### src/rtl/regfile_read_dump.sv
`timescale 1ns/1ps
// regfile_read_dump: 32x32 register file with one synchronous write port,
// two combinational read ports (entry 0 reads as zero) and a sequential
// valid/ready dump engine that streams every entry out in address order.
// Optional build macro: REGFILE_WRITE_BYPASS_EN enables write-to-read
// forwarding on both read ports and on the dump engine's LOAD read.
module regfile_read_dump #(
    parameter int WIDTH = 32,
    parameter int DEPTH = 32,
    parameter int AW    = 5
) (
    input  logic             clk,
    input  logic             reset,
    input  logic             wr_en,
    input  logic [AW-1:0]    wr_addr,
    input  logic [WIDTH-1:0] wr_data,
    input  logic [AW-1:0]    rd_addr_a,
    output logic [WIDTH-1:0] rd_data_a,
    input  logic [AW-1:0]    rd_addr_b,
    output logic [WIDTH-1:0] rd_data_b,
    input  logic             dump_start,
    input  logic             dump_ready,
    output logic             dump_valid,
    output logic [AW-1:0]    dump_addr,
    output logic [WIDTH-1:0] dump_data,
    output logic             dump_busy,
    output logic             dump_done
);

    typedef enum logic [1:0] {IDLE, LOAD, SHOW} state_t;

    localparam logic [AW-1:0] LAST = AW'(DEPTH - 1);

    state_t           state;
    state_t           state_next;
    logic [WIDTH-1:0] mem [DEPTH];
    logic [AW-1:0]    ptr;

    // Shared read rule: entry 0 is zero, optional forwarding of the
    // write happening in this same cycle, otherwise the stored value.
    function automatic logic [WIDTH-1:0] read_entry(input logic [AW-1:0] addr);
        if (addr == '0)
            return '0;
`ifdef REGFILE_WRITE_BYPASS_EN
        if (wr_en && (wr_addr == addr))
            return wr_data;
`endif
        return mem[addr];
    endfunction

    // Combinational read ports
    always_comb begin
        rd_data_a = read_entry(rd_addr_a);
        rd_data_b = read_entry(rd_addr_b);
    end

    assign dump_busy = (state != IDLE);

    // Storage: reset clears every entry; writes to address 0 are dropped
    always_ff @(posedge clk) begin
        if (reset) begin
            for (int i = 0; i < DEPTH; i++)
                mem[i] <= '0;
        end else if (wr_en && (wr_addr != '0)) begin
            mem[wr_addr] <= wr_data;
        end
    end

    // FSM state register
    always_ff @(posedge clk) begin
        if (reset)
            state <= IDLE;
        else
            state <= state_next;
    end

    // Next-state logic; a start coinciding with the done pulse is the tail
    // of the previous dump and is not taken as a new request
    always_comb begin
        state_next = state;
        case (state)
            IDLE: if (dump_start && !dump_done) state_next = LOAD;
            LOAD: state_next = SHOW;
            SHOW: if (dump_ready) state_next = (ptr == LAST) ? IDLE : LOAD;
            default: state_next = IDLE;
        endcase
    end

    // Dump datapath: capture a beat in LOAD, hold it in SHOW until accepted
    always_ff @(posedge clk) begin
        if (reset) begin
            ptr        <= '0;
            dump_valid <= 1'b0;
            dump_addr  <= '0;
            dump_data  <= '0;
            dump_done  <= 1'b0;
        end else begin
            dump_done <= 1'b0;
            case (state)
                IDLE: begin
                    if (dump_start && !dump_done)
                        ptr <= '0;
                end
                LOAD: begin
                    dump_data  <= read_entry(ptr);
                    dump_addr  <= ptr;
                    dump_valid <= 1'b1;
                end
                SHOW: begin
                    if (dump_ready) begin
                        dump_valid <= 1'b0;
                        if (ptr == LAST)
                            dump_done <= 1'b1;
                        else
                            ptr <= ptr + AW'(1);
                    end
                end
                default: ;
            endcase
        end
    end

endmodule

### config.mk
export PLATFORM = sky130hd
export DESIGN_NAME = regfile_read_dump
export DESIGN_NICKNAME = d
export VERILOG_FILES = /design/src/rtl/regfile_read_dump.sv
export SDC_FILE = /design/constraint.sdc
export NUM_CORES = 2
export LEC_CHECK = 0
export BUFFER_PORTS_ARGS = -buffer_cell sky130_fd_sc_hd__buf_4
export CAP_MARGIN = 20
export CELL_PAD_IN_SITES_DETAIL_PLACEMENT = 1
export CELL_PAD_IN_SITES_GLOBAL_PLACEMENT = 2
export CORE_MARGIN = 10
export CORE_UTILIZATION = 40
export CTS_CLUSTER_DIAMETER = 30
export DETAILED_ROUTE_END_ITERATION = 7
export GPL_TIMING_DRIVEN = 0
export PLACE_DENSITY = 0.67
export SETUP_SLACK_MARGIN = 0.02
export SLEW_MARGIN = 0
export SYNTH_ARGS = -nofsm -noshare
export SYNTH_HDL_FRONTEND = slang
export SYNTH_SLANG_ARGS = --single-unit
### constraint.sdc
create_clock -name clk -period 4.7 [get_ports clk]
set_input_delay 0.47 -clock clk [delete_from_list [all_inputs] [get_ports clk]]
set_output_delay 0.47 -clock clk [all_outputs]
set_load 0.02 [all_outputs]
==> flow_summary.ini <==
[outcome]
status = complete, but fails checks
violations = negative setup slack

[floorplan]
fp.dieW_um = 424
rows = 148
core_mm2 = 0.163
start_util_pct = 40.2
die_h_um = 424
io_pins = 156
fp.dieArea_mm2 = 0.180

[clock_tree]
cts-root-buf = clkbuf_16
clk_path_buf_depth = 4
cts_sinks = 1075
cts_buffers = 329
cts_tree = yes
clk_latency_ns = 0.96
clk_pin_slew_ns = 0.04
h-tree-depth = 5

[setup_path]
crit_chain = clkbuf_1, buf_2, buf_4, buf_2, mux2i_1, a221o_1, a31oi_1, buf_4
path_max_fanout = 10
cp.arrival_ns = 4.35
worst_path_largest_cell_delay_ns = 0.69
cp_data_required_time_ns = 4.23
worst-path-buf-inv = 5
slowest_stage = buf_2
critPathLaunchType = input pin
path_delay_family = buffers and inverters
crit_type = in -> out
cp-end-kind = output pin

[timing]
fin_crit_ns = 4.82
timing.slew.headroom_pct = 12.6
timing.fmax_mhz = 207
clock_skew_ns = 0.0454
final-max-slew-violation-count = 0
fin_crit_sh_pct = 103
rsz0062_at_grt = no
tightest_slew_ns = 1.31
finalSetupViolations = 4
setup_ws_ns = -0.122
hold_viol = 0

[power_and_ir_drop]
internal_power_w = 0.0273
ir_drop_mv = 0.465
p_comb_share_pct = 10.6
p_seq_share_pct = 31.4
p_clk_share_pct = 58.0
pwr_density_cell_mw_per_mm2 = 451
swShare_pct = 25.5
p_leak_nw = 28.1
p_sw_w = 0.00933

[drt]
via_per_inst = 6.72
ant_nets = 0
drc_errors = 0
vias = 50992
firstDrtPassIters = 5
drt_iter0_drc = 7308
drt-wirelength-per-cell_um = 44.7
drt_wl_total_um = 339000

[logic_synthesis]
syn-cell-area_mm2 = 0.0654
yosysWarnings = 0
yosys-top-cells-area = edfxtp_1, mux4_2, and2_1, mux2i_1, clkbuf_1
synth.top_cell.area_share_pct = 47.0
syn_inst = 4560
synth_edf_count = 1024
ys_types = 58
yosysSeqAreaShare_pct = 48.6
async_flop_share_pct = 0
syn_avg_cell_area_um2 = 14.3
synth_largest_area_cell = edfxtp_1
synthFlopType = edfxtp_1
ys_seq_elements = 1075

[global_routing]
grt-ovfl-total = 0
grt_pass1_wl_um = 445000
grt_use_total_pct = 36.5
grt_pass1_vias = 51319
antenna_found_initial = 23
grt_start_max_net_pins = 33

[finish]
nets = 5208
fillers = 15962
fin_area_mm2 = 0.0812
fin_cells = 7583
final_layout_size_suffix_gt1_share_pct = 28.4
final_util_pct = 49.9
area_growth_pct = 24.1

[placed_design]
port_buffers = 144
dp.cells = 6954
dp_hpwl_um = 247000
gp_congestion = 0.979
placed_area_mm2 = 0.0702

[run]
drv_cap = 0

[hold_path]
hold_class = in -> reg
==> Yosys cell counts, types with 3 or more instances <==
library cell  instances
ha_1                  3
buf_6                 9
nand2_1              55
inv_1                26
and2_1             1018
or3b_2                3
or2_2                32
edfxtp_1           1024
o22ai_1              22
a32oi_1              10
and4_1               10
o211ai_1              7
dfxtp_1              51
buf_4                29
buf_2               116
a21o_1               23
nand3_1               5
mux4_2              576
nor2b_1               9
mux2_2               42
a221oi_1             86
buf_8                 3
nor2_1               48
o2111ai_1            10
buf_1                 5
mux4_1               32
mux2i_1             470
a31oi_1              64
a21oi_1              39
a2111oi_2            43
a22oi_1             116
nand2b_1              4
a22o_1               14
a221o_1              67
a21boi_0             10
clkbuf_1            350
clkbuf_4              5
nand3b_1             12
o21ai_0              87
==> layout make-up <==
class                           instances  area [um2]  share of cell area, %
Sequential cell                      1075       31800                   39.1
Multi-Input combinational cell       2969       31300                   38.6
Clock buffer                          403        8700                   10.7
Tap cell                             2175        2720                   3.35
Timing Repair Buffer                  231        2380                   2.93
Buffer                                519        2360                   2.91
Clock inverter                        171        1790                   2.20
Inverter                               28         105                  0.129
Antenna cell                           12        30.0                 0.0370
==> flip-flops by register name (all words and copies together), names as in the netlist, named ones only <==
register    count
mem          1024
dump_data      32
dump_addr       5
ptr             5
state           2
dump_done       1
dump_valid      1
==> power groups by stage <==
| stage | Clock, W | Sequential, W | Combinational, W |
|---|---|---|---|
| floorplan | 0 | 0.0114 | 0.00208 |
| global placement | 0 | 0.0116 | 0.00365 |
| detailed placement | 0 | 0.0116 | 0.00374 |
| CTS | 0.0213 | 0.0115 | 0.00378 |
| global route | 0.0218 | 0.0115 | 0.00391 |
| finish | 0.0213 | 0.0115 | 0.00388 |
==> layer usage <==
metal | GRT usage, % | wire length [um] | vias to the layer above
met5 | 0 | 10 | -
met4 | 29.7 | 33700 | 2
met3 | 8.01 | 32100 | 1080
met2 | 54.5 | 147000 | 3687
met1 | 45.5 | 126000 | 26813
li1 | - | - | 19410
==> what timing repair did <==
action,in CTS,in global routing
gates resized for setup,0,1
endpoints found under the hold margin,37,0
setup endpoints to repair,0,4
hold buffers,34,0
setup buffers,0,0
==> worst min-delay path, stage by stage <==
cell,delay (ns)
buf_4,0.18
nand2_1,0.15
nor2_1,0.14
and2_1,0.18
==> placed cells by master (no fill, tap or decap), types with 86 or more instances in the layout <==
| cell type | instances |
|---|---|
| clkbuf_16 | 334 |
| a22oi_1 | 116 |
| mux4_2 | 576 |
| edfxtp_1 | 1024 |
| buf_2 | 117 |
| clkbuf_1 | 407 |
| buf_4 | 175 |
| o21ai_0 | 87 |
| a221oi_1 | 86 |
| mux2i_1 | 470 |
| and2_1 | 1018 |
==> stage by stage <==
step,hold slack [ns],worst slack [ns],TNS (ns),total power (W)
6_report,0.345,-0.122,-0.221,0.0366
5_1_grt,0.354,0.0183,0,0.0372
4_1_cts,0.308,0.130,0,0.0365
3_5_place_dp,0.453,0.141,0,0.0154
3_3_place_gp,0.448,0.135,0,0.0152
2_1_floorplan,0.462,2.15,0,0.0135
==> cell families after synthesis <==
family	after synthesis	share of synthesized area (%)
buffers and inverters	547	3.76
muxes	1120	29.0
DFF	1075	48.6
AOI/OAI and AO/OA	603	7.28
other	1	0.00573
xor gates and xnor gates	2	0.0268
adders and majority gates	3	0.0574
and+or+nand+nor	1209	11.3
==> path summary, 6_finish.rpt <==
path,startpoint,endpoint,slack [ns],cells past startpoint
worst min-delay path,wr_addr[2],mem[5][1],0.35,4
worst max register to register,flop,dump_data[26],1.13,7
worst min register to register,dump_addr[0],dump_addr[0],0.46,2
worst max-delay path,rd_addr_b[2],rd_data_b[29],-0.12,8
(Power assumes the default switching activity.)
